`src/rtl/led_sweep_decoder.sv`:
```
// On-chip monitor for a bouncing one-hot LED bus: tracks position/direction,
// counts sweeps and violations. Optional stall check: LED_SWEEP_DECODER_STALL_CHECK_EN.
module led_sweep_decoder #(
  parameter int WIDTH = 8,
  parameter int POS_W = $clog2(WIDTH),
  parameter int CNT_W = 16
`ifdef LED_SWEEP_DECODER_STALL_CHECK_EN
  ,
  parameter int HOLD_MAX = 4
`endif
) (
  input  logic             clk,
  input  logic             rst,
  input  logic [WIDTH-1:0] led_in,
  input  logic             sample_en,
  output logic [POS_W-1:0] pos,
  output logic             dir,
  output logic             locked,
  output logic             err,
  output logic [CNT_W-1:0] sweep_cnt,
  output logic [CNT_W-1:0] err_cnt
);

  localparam logic [1:0] ST_UNLOCKED = 2'd0;
  localparam logic [1:0] ST_ACQUIRE  = 2'd1;
  localparam logic [1:0] ST_LOCKED   = 2'd2;

  localparam logic [POS_W-1:0] POS_BOT    = {POS_W{1'b0}};
  localparam logic [POS_W-1:0] POS_BOT_P1 = POS_W'(1);
  localparam logic [POS_W-1:0] POS_TOP    = POS_W'(WIDTH - 1);
  localparam logic [POS_W-1:0] POS_TOP_M1 = POS_W'(WIDTH - 2);
  localparam logic [CNT_W-1:0] CNT_MAX    = {CNT_W{1'b1}};
  localparam logic [POS_W:0]   EXT_ONE    = (POS_W + 1)'(1);

  function automatic logic is_onehot(input logic [WIDTH-1:0] v);
    return $onehot(v);
  endfunction

  // Index is only meaningful when the input is one-hot.
  function automatic logic [POS_W-1:0] onehot_idx(input logic [WIDTH-1:0] v);
    logic [POS_W-1:0] idx;
    idx = {POS_W{1'b0}};
    for (int i = 0; i < WIDTH; i++) begin
      if (v[i]) begin
        idx = POS_W'(i);
      end else begin
        idx = idx;
      end
    end
    return idx;
  endfunction

  function automatic logic [CNT_W-1:0] sat_inc(input logic [CNT_W-1:0] c);
    return (c == CNT_MAX) ? c : c + CNT_W'(1);
  endfunction

  logic [1:0]       state_q, state_d;
  logic [POS_W-1:0] pos_q, pos_d;
  logic             dir_q, dir_d;
  logic             locked_q;
  logic             err_q, err_d;
  logic [CNT_W-1:0] sweep_q, sweep_d;
  logic [CNT_W-1:0] errc_q, errc_d;

  logic             sample_oh_s;
  logic [POS_W-1:0] sample_idx_s;
  logic [POS_W:0]   pos_ext_s;
  logic [POS_W:0]   idx_ext_s;
  logic             step_up_s;
  logic             step_dn_s;
  logic             same_s;
  logic             turn_s;
  logic             reload_s;
  logic             fwd_s;
  logic             stall_hit_s;
  logic             viol_s;

  assign sample_oh_s  = is_onehot(led_in);
  assign sample_idx_s = onehot_idx(led_in);

  // Extra MSB keeps pos+1 / pos-1 from wrapping across the bus ends.
  assign pos_ext_s = {1'b0, pos_q};
  assign idx_ext_s = {1'b0, sample_idx_s};
  assign step_up_s = (idx_ext_s == pos_ext_s + EXT_ONE);
  assign step_dn_s = (pos_ext_s == idx_ext_s + EXT_ONE);
  assign same_s    = (sample_idx_s == pos_q);

  assign turn_s   = ((pos_q == POS_TOP) && dir_q && (sample_idx_s == POS_TOP_M1)) ||
                    ((pos_q == POS_BOT) && !dir_q && (sample_idx_s == POS_BOT_P1));
  assign reload_s = ((pos_q == POS_BOT) && (sample_idx_s == POS_TOP)) ||
                    ((pos_q == POS_TOP) && (sample_idx_s == POS_BOT));
  assign fwd_s    = dir_q ? step_up_s : step_dn_s;

`ifdef LED_SWEEP_DECODER_STALL_CHECK_EN
  localparam int HOLD_W = $clog2(HOLD_MAX + 1);

  logic [HOLD_W-1:0] hold_q, hold_d;

  assign stall_hit_s = (hold_q == HOLD_W'(HOLD_MAX - 1));

  // Count consecutive unchanged samples while locked; any other sample clears it.
  always_comb begin
    hold_d = hold_q;
    if (!sample_en) begin
      hold_d = hold_q;
    end else if ((state_q == ST_LOCKED) && sample_oh_s && same_s && !stall_hit_s) begin
      hold_d = hold_q + HOLD_W'(1);
    end else begin
      hold_d = {HOLD_W{1'b0}};
    end
  end

  // Hold counter register.
  always_ff @(posedge clk or negedge rst) begin
    if (!rst) begin
      hold_q <= {HOLD_W{1'b0}};
    end else begin
      hold_q <= hold_d;
    end
  end
`else
  assign stall_hit_s = 1'b0;
`endif

  // Tracking FSM and counter next-state.
  always_comb begin
    state_d = state_q;
    pos_d   = pos_q;
    dir_d   = dir_q;
    sweep_d = sweep_q;
    viol_s  = 1'b0;
    if (sample_en) begin
      case (state_q)
        ST_UNLOCKED: begin
          if (sample_oh_s) begin
            state_d = ST_ACQUIRE;
            pos_d   = sample_idx_s;
          end else begin
            state_d = ST_UNLOCKED;
          end
        end
        ST_ACQUIRE: begin
          if (!sample_oh_s) begin
            state_d = ST_UNLOCKED;
          end else if (same_s) begin
            state_d = ST_ACQUIRE;
          end else if (step_up_s || step_dn_s) begin
            state_d = ST_LOCKED;
            dir_d   = step_up_s;
            pos_d   = sample_idx_s;
          end else begin
            pos_d = sample_idx_s;
          end
        end
        ST_LOCKED: begin
          if (!sample_oh_s) begin
            viol_s  = 1'b1;
            state_d = ST_UNLOCKED;
          end else if (same_s) begin
            if (stall_hit_s) begin
              viol_s  = 1'b1;
              state_d = ST_ACQUIRE;
            end else begin
              state_d = ST_LOCKED;
            end
          end else if (turn_s || reload_s) begin
            dir_d   = ~dir_q;
            pos_d   = sample_idx_s;
            sweep_d = sat_inc(sweep_q);
          end else if (fwd_s) begin
            pos_d = sample_idx_s;
          end else begin
            viol_s  = 1'b1;
            state_d = ST_ACQUIRE;
            pos_d   = sample_idx_s;
          end
        end
        default: begin
          state_d = ST_UNLOCKED;
        end
      endcase
    end else begin
      state_d = state_q;
    end
  end

  // Violation pulse and saturating error count.
  always_comb begin
    err_d  = 1'b0;
    errc_d = errc_q;
    if (viol_s) begin
      err_d  = 1'b1;
      errc_d = sat_inc(errc_q);
    end else begin
      err_d  = 1'b0;
    end
  end

  // State and output registers.
  always_ff @(posedge clk or negedge rst) begin
    if (!rst) begin
      state_q  <= ST_UNLOCKED;
      pos_q    <= {POS_W{1'b0}};
      dir_q    <= 1'b0;
      locked_q <= 1'b0;
      err_q    <= 1'b0;
      sweep_q  <= {CNT_W{1'b0}};
      errc_q   <= {CNT_W{1'b0}};
    end else begin
      state_q  <= state_d;
      pos_q    <= pos_d;
      dir_q    <= dir_d;
      locked_q <= (state_d == ST_LOCKED);
      err_q    <= err_d;
      sweep_q  <= sweep_d;
      errc_q   <= errc_d;
    end
  end

  assign pos       = pos_q;
  assign dir       = dir_q;
  assign locked    = locked_q;
  assign err       = err_q;
  assign sweep_cnt = sweep_q;
  assign err_cnt   = errc_q;

endmodule

```
`config.mk`:
```
export PLATFORM = sky130hd
export DESIGN_NAME = led_sweep_decoder
export DESIGN_NICKNAME = d
export VERILOG_FILES = /design/src/rtl/led_sweep_decoder.sv
export SDC_FILE = /design/constraint.sdc
export NUM_CORES = 1
export LEC_CHECK = 0
export ABC_AREA = 1
export CORE_MARGIN = 10
export CORE_UTILIZATION = 50
export CTS_BUF_LIST = sky130_fd_sc_hd__clkbuf_8 sky130_fd_sc_hd__clkbuf_16
export CTS_CLUSTER_SIZE = 25
export DETAILED_ROUTE_END_ITERATION = 8
export PLACE_DENSITY = 0.79
export SYNTH_ARGS = -nofsm -noshare
export SYNTH_HDL_FRONTEND = slang
export SYNTH_SLANG_ARGS = --single-unit
```
`constraint.sdc`:
```
create_clock -name clk -period 4.7 [get_ports clk]
set_input_delay 0.94 -clock clk [delete_from_list [all_inputs] [get_ports clk]]
set_output_delay 0.94 -clock clk [all_outputs]
set_load 0.005 [all_outputs]
```
==> results of run 1 <==
## worst max-delay path, delay by kind of cell
| family | cells | cell delay [ns] |
|---|---|---|
| XOR/XNOR | 1 | 0.14 |
| adder cells (fa/ha/maj) | 5 | 2.15 |
| AO/OA/AOI/OAI | 1 | 0.17 |
| buffers and inverters | 5 | 0.80 |
| AND/OR/NAND/NOR | 4 | 0.43 |
## metal layers
layer  track usage [%]  share of wire [%]  vias to the layer above
met5                 0                  0                        -
met4              3.38               0.65                        0
met3              4.97                7.2                        4
met2              23.0                 48                       63
met1              17.5                 44                     1250
li1                  -                  -                     1359
## what timing repair did
action	in CTS	in global routing
endpoints found under the setup margin	0	34
hold endpoints to repair	0	0
resized for setup	0	9
## layout by cell type, fill, tap and decap left out, types with 4 or more instances in the layout
cell type        Yosys  routed
nor2_1              25      25
nor4_1               5       5
nor3_1               6       6
nand3_1             39      38
nand2_2              8       7
o21ai_1              3       4
clkdlybuf4s50_1      0      47
xnor2_1             17      17
inv_1               42      43
clkbuf_8             0       5
o21ai_0             10       9
ha_1                15      15
xor2_1               9       9
dfrtp_1             40      40
nand3_2              3       4
o21ai_2              6       6
nand2_1            124     124
nand4_1              4       4
a21oi_1              4       4
## cell type report
cell class                      instances  area share [%]
Clock buffer                            5            1.90
Clock inverter                          3            1.07
Inverter                               45            5.00
Multi-Input combinational cell        298            48.3
Sequential cell                        40            27.6
Tap cell                               72            2.48
Timing Repair Buffer                   51            13.7
## path summary, 6_finish.rpt
path | endpoint | slack, ns | cells past startpoint | from
max in group asynchronous | state_q[0] | 3.39 | 1 | rst
max | sweep_cnt[0] | 0.25 | 16 | led_in[0]
max reg2reg | err_cnt[2] | 2.30 | 9 | err_cnt[0]
min in group asynchronous | pos[1] | 0.75 | 1 | rst
min | sweep_cnt[2] | 0.53 | 2 | sweep_cnt[2]
min reg2reg | sweep_cnt[2] | 0.53 | 2 | sweep_cnt[2]
## sequential cells by signal, indices dropped and copies added, names as in the netlist
| register | cells |
|---|---|
| sweep_cnt | 16 |
| err_cnt | 16 |
| state_q | 2 |
| locked | 1 |
| dir | 1 |
| pos | 3 |
| err | 1 |
## power by group
part / switching [W] / internal, W / leakage [nW]
clock: 0.000121 / 0.000155 / 0.0593
combinational: 0.000237 / 0.000181 / 1.09
sequential: 0.0000516 / 0.000376 / 0.526
total: 0.000410 / 0.000713 / 1.68
## stage by stage
stage / utilization, % / TNS [ns] / total power [W]
floorplan: - / 0 / 0.000692
detailed placement: 62.2 / -2.74 / 0.000844
finish: 64.7 / 0 / 0.00112
global route: 64.7 / 0 / 0.00121
global placement: 62.2 / -0.0884 / 0.000828
CTS: 64.1 / 0 / 0.00112
## cell families after synthesis
kind of cell | after synthesis | synth area share (%)
simple gates | 225 | 35.2
buf+inv | 51 | 7.59
flops | 40 | 33.9
compound gates | 28 | 6.49
xor+xnor | 26 | 7.72
fa+ha+maj | 19 | 9.08
==> flow_metrics.tcl, run 1 <==
set metrics [dict create \
    synthTopCellsByCount "124 x nand2_1, 42 x inv_1, 40 x dfrtp_1" \
    skew_ns 0.00459 \
    ys_async_sr_fraction_pct 100 \
    cts_setup_buffers 0 \
    diodes 0 \
    syn_nets 419 \
    place_hpwl_mm 5.19 \
    cts_buffers 5 \
    cts_root_buffer "clkbuf_8" \
    rows 27 \
    nets 471 \
    dp_cells 506 \
    tritoncts "done" \
    die_w_um 96.8 \
    rsz0062_at_grt "no" \
    yosysTopAreaCellShare_pct 33.9 \
    gp_congestion 0.900 \
    critPathMaxStageDelay_ns 0.54 \
    port_buffers 48 \
    drv_slew 0 \
    vias 2676 \
    grt_pass1_vias 2620 \
    fin_area_um2 3630 \
    fmaxAchievable_mhz 225 \
    htreeDepth 2 \
    layout-drive-gt1-share_pct 10.4 \
    dp_worst_setup_slack_ns -0.144 \
    viasPerCell 5.21 \
    num_io_pins 49 \
    totalWireLength_mm 6.62 \
    hold_viol 0 \
    n_fill_cell 500 \
    ys_seq_elements 40 \
    ys.warnings.count 0 \
    cp_slowest_cell "fa_1" \
    ant_nets 0 \
    die_area_um2 9370 \
    syn_avg_cell_area_um2 7.58 \
    ys_types 35 \
    start_kind "input port" \
    insertion_delay_ns 0.29 \
    path_class "input port to flop" \
    hold_slack_ns 0.529 \
    path_max_fanout 9 \
    netlist_instances 389 \
    grt_max_degree 41 \
    clockBufferDepth 2 \
    hold_buffers 0 \
    area_delta_synth_final_pct 23.1 \
    fin_ws_ns 0.251 \
    p_leak_nw 1.68 \
    drc 0 \
    clkSlewWorstSetupHoldPaths_ns 0.08 \
    finalCritPeriodShare_pct 94.6 \
    slew_headroom_pct 41.6 \
    yosysMostFrequentCell "nand2_1" \
    required_ns 4.88 \
    end_kind "flop" \
    synth_edf_count 0 \
    post-route-min-period_ns 4.45 \
    core-area_um2 5610 \
    gr-total-overflow 0 \
    hp-class "flop to flop" \
    synth_ff_type "dfrtp_1" \
    power_density_nw_per_um2 309 \
    ys_seq_area_share_pct 33.9 \
    crit_chain "clkdlybuf4s50_1, fa_1, inv_1, fa_1, fa_1, inv_1, ha_1, inv_1, fa_2, nand2_1, nor2_4, nand2_2, a31oi_4, nand3_4, buf_4, xor2_1" \
    cts.sinks 40 \
    synth.area.top_cells "dfrtp_1 34%, nand2_1 16%, nand3_1 6.6%" \
    multi_input_area_um2 1750 \
    track_usage_pct 14.2 \
    initial_utilization_pct 52.6 \
    placed_area_um2 3490 \
    regArea_um2 1000 \
    drt_iter0_markers 126 \
    synthesis.area_um2 2950 \
    grt_antenna_before_repair 0 \
    fin_cells 514 \
    crit_arrival_ns 4.63 \
    wire_per_inst_um 12.9 \
    die_h_um 96.8 \
    max-cap-violations 0 \
    vdd_drop_max_mv 0.168 \
    worstMarginPinSlew_ns 0.876 \
    grt_pass1_wl_mm 11.9 \
    setup_viol 0 \
    status "finished clean" \
    dr.pass1.iters 4 \
    yosysTopAreaCell "dfrtp_1" \
]
No activity file was read; power rests on OpenSTA's default activity.
==> run 2, diff against run 1 <==
- clock period: 4.7 -> 4.6 ns (I/O delays scaled with it)
==> flow_metrics.tcl, run 2 (synthesis gave the netlist of run 1 again) <==
set metrics [dict create \
    slew_headroom_pct 40.8 \
    gr-total-overflow 0 \
    crit_arrival_ns 4.55 \
    path_class "input port to flop" \
    clockBufferDepth 2 \
    die_area_um2 9370 \
    clkSlewWorstSetupHoldPaths_ns 0.08 \
    insertion_delay_ns 0.30 \
    start_kind "input port" \
    hold_buffers 0 \
    hold_slack_ns 0.521 \
    required_ns 4.78 \
    cts_buffers 5 \
    rsz0062_at_grt "no" \
    nets 474 \
    rows 27 \
    vdd_drop_max_mv 0.161 \
    track_usage_pct 14.2 \
    area_delta_synth_final_pct 25.1 \
    htreeDepth 2 \
    worstMarginPinSlew_ns 0.888 \
    hp-class "flop to flop" \
    core-area_um2 5610 \
    dp_cells 509 \
    fmaxAchievable_mhz 229 \
    die_w_um 96.8 \
    skew_ns 0.00963 \
    initial_utilization_pct 52.6 \
    grt_antenna_before_repair 0 \
    ant_nets 0 \
    place_hpwl_mm 5.20 \
    max-cap-violations 0 \
    die_h_um 96.8 \
    layout_common_cells "124 x nand2_1, 47 x clkdlybuf4s50_1, 42 x inv_1" \
    end_kind "flop" \
    post-route-util_pct 65.8 \
    layout-drive-gt1-share_pct 11.7 \
    dr.pass1.iters 4 \
    fin_area_um2 3690 \
    tritoncts "done" \
    viasPerCell 5.18 \
    gp_congestion 0.922 \
    wire_per_inst_um 13.2 \
    grt_pass1_wl_mm 11.8 \
    diodes 0 \
    cts.sinks 40 \
    final_common_cell "nand2_1" \
    drc 0 \
    vias 2677 \
    power_density_nw_per_um2 323 \
    fin_cells 517 \
    totalWireLength_mm 6.81 \
    total_power_w 0.00119 \
    drt_iter0_markers 79 \
    path_max_fanout 9 \
    finalCritPeriodShare_pct 95.1 \
    status "finished clean" \
    cts_root_buffer "clkbuf_8" \
    p_leak_nw 1.70 \
    port_buffers 48 \
    drv_slew 0 \
    post-route-min-period_ns 4.37 \
    num_io_pins 49 \
    setup_viol 0 \
    placed_area_um2 3520 \
    n_fill_cell 469 \
    grt_max_degree 41 \
    grt_pass1_vias 2565 \
    hold_viol 0 \
]
## run 2: critical path, stage by stage
cell and delay (ns):
clkdlybuf4s50_1 0.43, fa_1 0.54, inv_1 0.05, fa_1 0.49, fa_1 0.41, inv_1 0.07
ha_2 0.17, inv_1 0.05, fa_2 0.52, nand2_1 0.10, nor2_4 0.13, nand2_2 0.07
a31oi_4 0.17, nand3_4 0.14, buf_6 0.17, nand2_1 0.05, o21ai_0 0.08
## run 2: what timing repair did
action,in CTS,in global routing
endpoints found under the hold margin,0,0
endpoints found under the setup margin,0,20
buffers inserted,0,0
gates resized for setup,0,10
## run 2: metal layers
| layer | GRT usage [%] | routed length (µm) | vias up |
|---|---|---|---|
| li1 | - | - | 1357 |
| met1 | 17.9 | 3060 | 1241 |
| met2 | 22.7 | 3210 | 69 |
| met3 | 4.97 | 465 | 10 |
| met4 | 2.71 | 77 | 0 |
| met5 | 0 | 0 | - |
## run 2: metrics by stage
step	worst slack [ns]	TNS, ns
floorplan	0.303	0
global placement	-0.0761	-0.407
detailed placement	-0.164	-2.70
CTS	0.135	0
global route	0.0187	0
finish	0.226	0
## run 2: where the power goes
group          internal [W]  total, W  switching, W
Clock              0.000192  0.000316      0.000125
Sequential         0.000384  0.000436     0.0000512
Combinational      0.000192  0.000439      0.000247
## run 2: final timing paths
| check | endpoint | startpoint | slack, ns | cells after the start |
|---|---|---|---|---|
| hold / removal | sweep_cnt[6] | sweep_cnt[6] | 0.52 | 2 |
| min in group asynchronous | pos[1] | rst | 0.74 | 1 |
| setup / recovery | sweep_cnt[13] | led_in[0] | 0.23 | 17 |
| max in group asynchronous | state_q[0] | rst | 3.29 | 1 |
| hold reg to reg | sweep_cnt[6] | sweep_cnt[6] | 0.52 | 2 |
| setup reg to reg | err_cnt[1] | pos[1] | 2.26 | 14 |
## run 2: cell type report
type | count | area (µm²) | area share (%)
clock buffers | 7 | 96.3 | 2.61
clock inverters | 1 | 30.0 | 0.814
inverters | 45 | 181 | 4.92
multi-input cells | 298 | 1750 | 47.5
flip-flops and latches | 40 | 1000 | 27.1
well taps | 72 | 90.1 | 2.44
repair buffers | 54 | 537 | 14.5
==> run 3, diff against run 2 <==
- ABC_AREA: 1 -> default
- CORE_UTILIZATION: 50 -> 48
- PLACE_DENSITY: 0.79 -> 0.77
==> flow_metrics.tcl, run 3 <==
set metrics [dict create \
    worstReg2RegStart "pos[1]" \
    grt_use_met1_pct 17.6 \
    fin_cells 405 \
    gp_congestion 0.870 \
    grt_use_met2_pct 26.1 \
    grt_pass1_vias 2264 \
    viasPerCell 5.38 \
    status "finished clean" \
    fin_ws_ns 0.128 \
    synth_ff_type "dfrtp_1" \
    worstMarginPinSlew_ns 0.872 \
    insertion_delay_ns 0.30 \
    tritoncts "done" \
    syn_avg_cell_area_um2 10.2 \
    r2r-end "err_cnt[1]" \
    slew_headroom_pct 41.9 \
    nets 362 \
    hold_slack_ns 0.497 \
    grt_antenna_before_repair 0 \
    final_common_cell "clkdlybuf4s50_1" \
    min_path_cells 1 \
    finalCritPeriodShare_pct 97.2 \
    clockBufferDepth 2 \
    hold_buffers 0 \
    ys_types 60 \
    clkSlewWorstSetupHoldPaths_ns 0.08 \
    multi_input_area_um2 1630 \
    dp_worst_setup_slack_ns -0.631 \
    start_kind "input port" \
    die_w_um 94.7 \
    crit_arrival_ns 4.66 \
    gr-usage-met3_pct 4.84 \
    port_buffers 48 \
    regToRegSetupSlack_ns 2.01 \
    die_area_um2 8970 \
    num_io_pins 49 \
    rows 27 \
    ant_nets 0 \
    cts_buffers 5 \
    totalWireLength_mm 6.39 \
    die_h_um 94.7 \
    post-route-min-period_ns 4.47 \
    drc 0 \
    place_hpwl_mm 4.72 \
    grt_pass1_wl_mm 11.0 \
    hold_start "err_cnt[11]" \
    wire_per_inst_um 15.8 \
    ys_seq_area_share_pct 37.4 \
    dr.pass1.iters 4 \
    vdd_drop_max_mv 0.174 \
    synth.area.top_cells "dfrtp_1 37%, xnor2_1 9.8%, ha_1 7.0%" \
    initial_utilization_pct 48.9 \
    drt_iter0_markers 95 \
    hp-class "flop to flop" \
    startpoint "led_in[3]" \
    yosysMostFrequentCell "dfrtp_1" \
    dp_cells 394 \
    end_kind "flop" \
    gr-max-usage-layer "met2" \
    fin_tns_setup_ns 0 \
    path_max_fanout 4 \
    area_delta_synth_final_pct 32.6 \
    drv_slew 0 \
    hold_viol 0 \
    fmaxAchievable_mhz 224 \
    diodes 0 \
    required_ns 4.79 \
    layout-drive-gt1-share_pct 21.6 \
    p_leak_nw 1.49 \
    cts.sinks 40 \
    fin_area_um2 3550 \
    rr_worst_depth 8 \
    max-cap-violations 0 \
    vias 2179 \
    yosysTopAreaCellShare_pct 37.4 \
    core-area_um2 5470 \
    path_class "input port to flop" \
    layout_common_cells "44 x clkdlybuf4s50_1, 40 x dfrtp_1, 30 x xnor2_1" \
    skew_ns 0.00401 \
    netlist_instances 262 \
    ys_async_sr_fraction_pct 100 \
    yosysTopAreaCell "dfrtp_1" \
    regArea_um2 1000 \
    power_density_nw_per_um2 347 \
    placed_area_um2 3340 \
    syn_nets 292 \
    cts_root_buffer "clkbuf_8" \
    min_to "err_cnt[11]" \
    setup_viol 0 \
    ys.warnings.count 0 \
    htreeDepth 2 \
    synthTopCellsByCount "40 x dfrtp_1, 30 x xnor2_1, 22 x nand2_1" \
    ys_seq_elements 40 \
    track_usage_pct 15.3 \
    grt_max_degree 41 \
    gr-total-overflow 0 \
    synth_edf_count 0 \
    n_fill_cell 445 \
    synthesis.area_um2 2680 \
]
## run 3: cell types whose count changed after synthesis, sizes merged, moves of 4 or more
cell	delta
nand2	-112
nand3	-25
inv	-24
o21ai	-17
nor2	-14
xnor2	+13
nand4	+9
and3	+6
mux2	+6
xor2	-6
and2	+5
mux2i	+4
## run 3: per-stage QoR
| step | util (%) | power, W |
|---|---|---|
| finish | 64.9 | 0.00123 |
| global route | 64.9 | 0.00131 |
| CTS | 64.5 | 0.00123 |
| detailed placement | 61.0 | 0.000869 |
| global placement | 61.0 | 0.000857 |
| floorplan | - | 0.000713 |
## run 3: kinds of logic after synthesis
| family | count (synthesis) | share of synthesized area, % |
|---|---|---|
| AO/OA/AOI/OAI | 32 | 11.5 |
| XOR/XNOR | 33 | 10.8 |
| adder cells (fa/ha/maj) | 19 | 10.0 |
| buffers and inverters | 26 | 5.42 |
| flip-flops | 40 | 37.4 |
| multiplexers | 10 | 4.02 |
| AND/OR/NAND/NOR | 102 | 20.9 |
## run 3: critical path: stages
cell,delay [ns]
buf_2,0.11
fa_1,0.56
inv_2,0.04
fa_1,0.50
fa_1,0.41
inv_1,0.07
ha_2,0.18
inv_2,0.04
fa_2,0.34
nor2b_4,0.14
a31oi_4,0.20
nor2_4,0.07
and2_4,0.18
a211o_4,0.37
nor3_4,0.21
mux2_4,0.31
## run 3: what timing repair did
| action | CTS | global route |
|---|---|---|
| resized for setup | 27 | 4 |
| cloned | 1 | 0 |
| pin swaps | 11 | 7 |
| endpoints found under the setup margin | 33 | 31 |
| setup buffers | 2 | 1 |
## run 3: report_power, final
part	leakage [nW]	internal (W)	switching [W]	total, W
sequential	0.545	0.000374	0.0000444	0.000418
clock	0.0645	0.000191	0.000127	0.000318
combinational	0.886	0.000229	0.000269	0.000498
total	1.49	0.000794	0.000440	0.00123
## run 3: cell type report
| class | instances | area share [%] |
|---|---|---|
| clock buffers | 7 | 2.71 |
| clock inverters | 1 | 0.845 |
| inverters | 21 | 2.22 |
| multi-input cells | 196 | 46.0 |
| flip-flops and latches | 40 | 28.2 |
| well taps | 72 | 2.54 |
| repair buffers | 68 | 17.6 |
## run 3: per-layer routing
layer  wire length [µm]  vias to the layer above
met3                404                       10
li1                   -                     1063
met4                 97                        0
met5                  0                        -
met1               2650                     1045
met2               3240                       61
## run 3: worst max-delay path by stage
stage / to / cells after the start
after floorplan: err_cnt[13] / 16
after global placement: err_cnt[14] / 16
after detailed placement: err_cnt[13] / 17
after CTS: err_cnt[13] / 17
after global routing: locked / 16
final: err_cnt[1] / 16
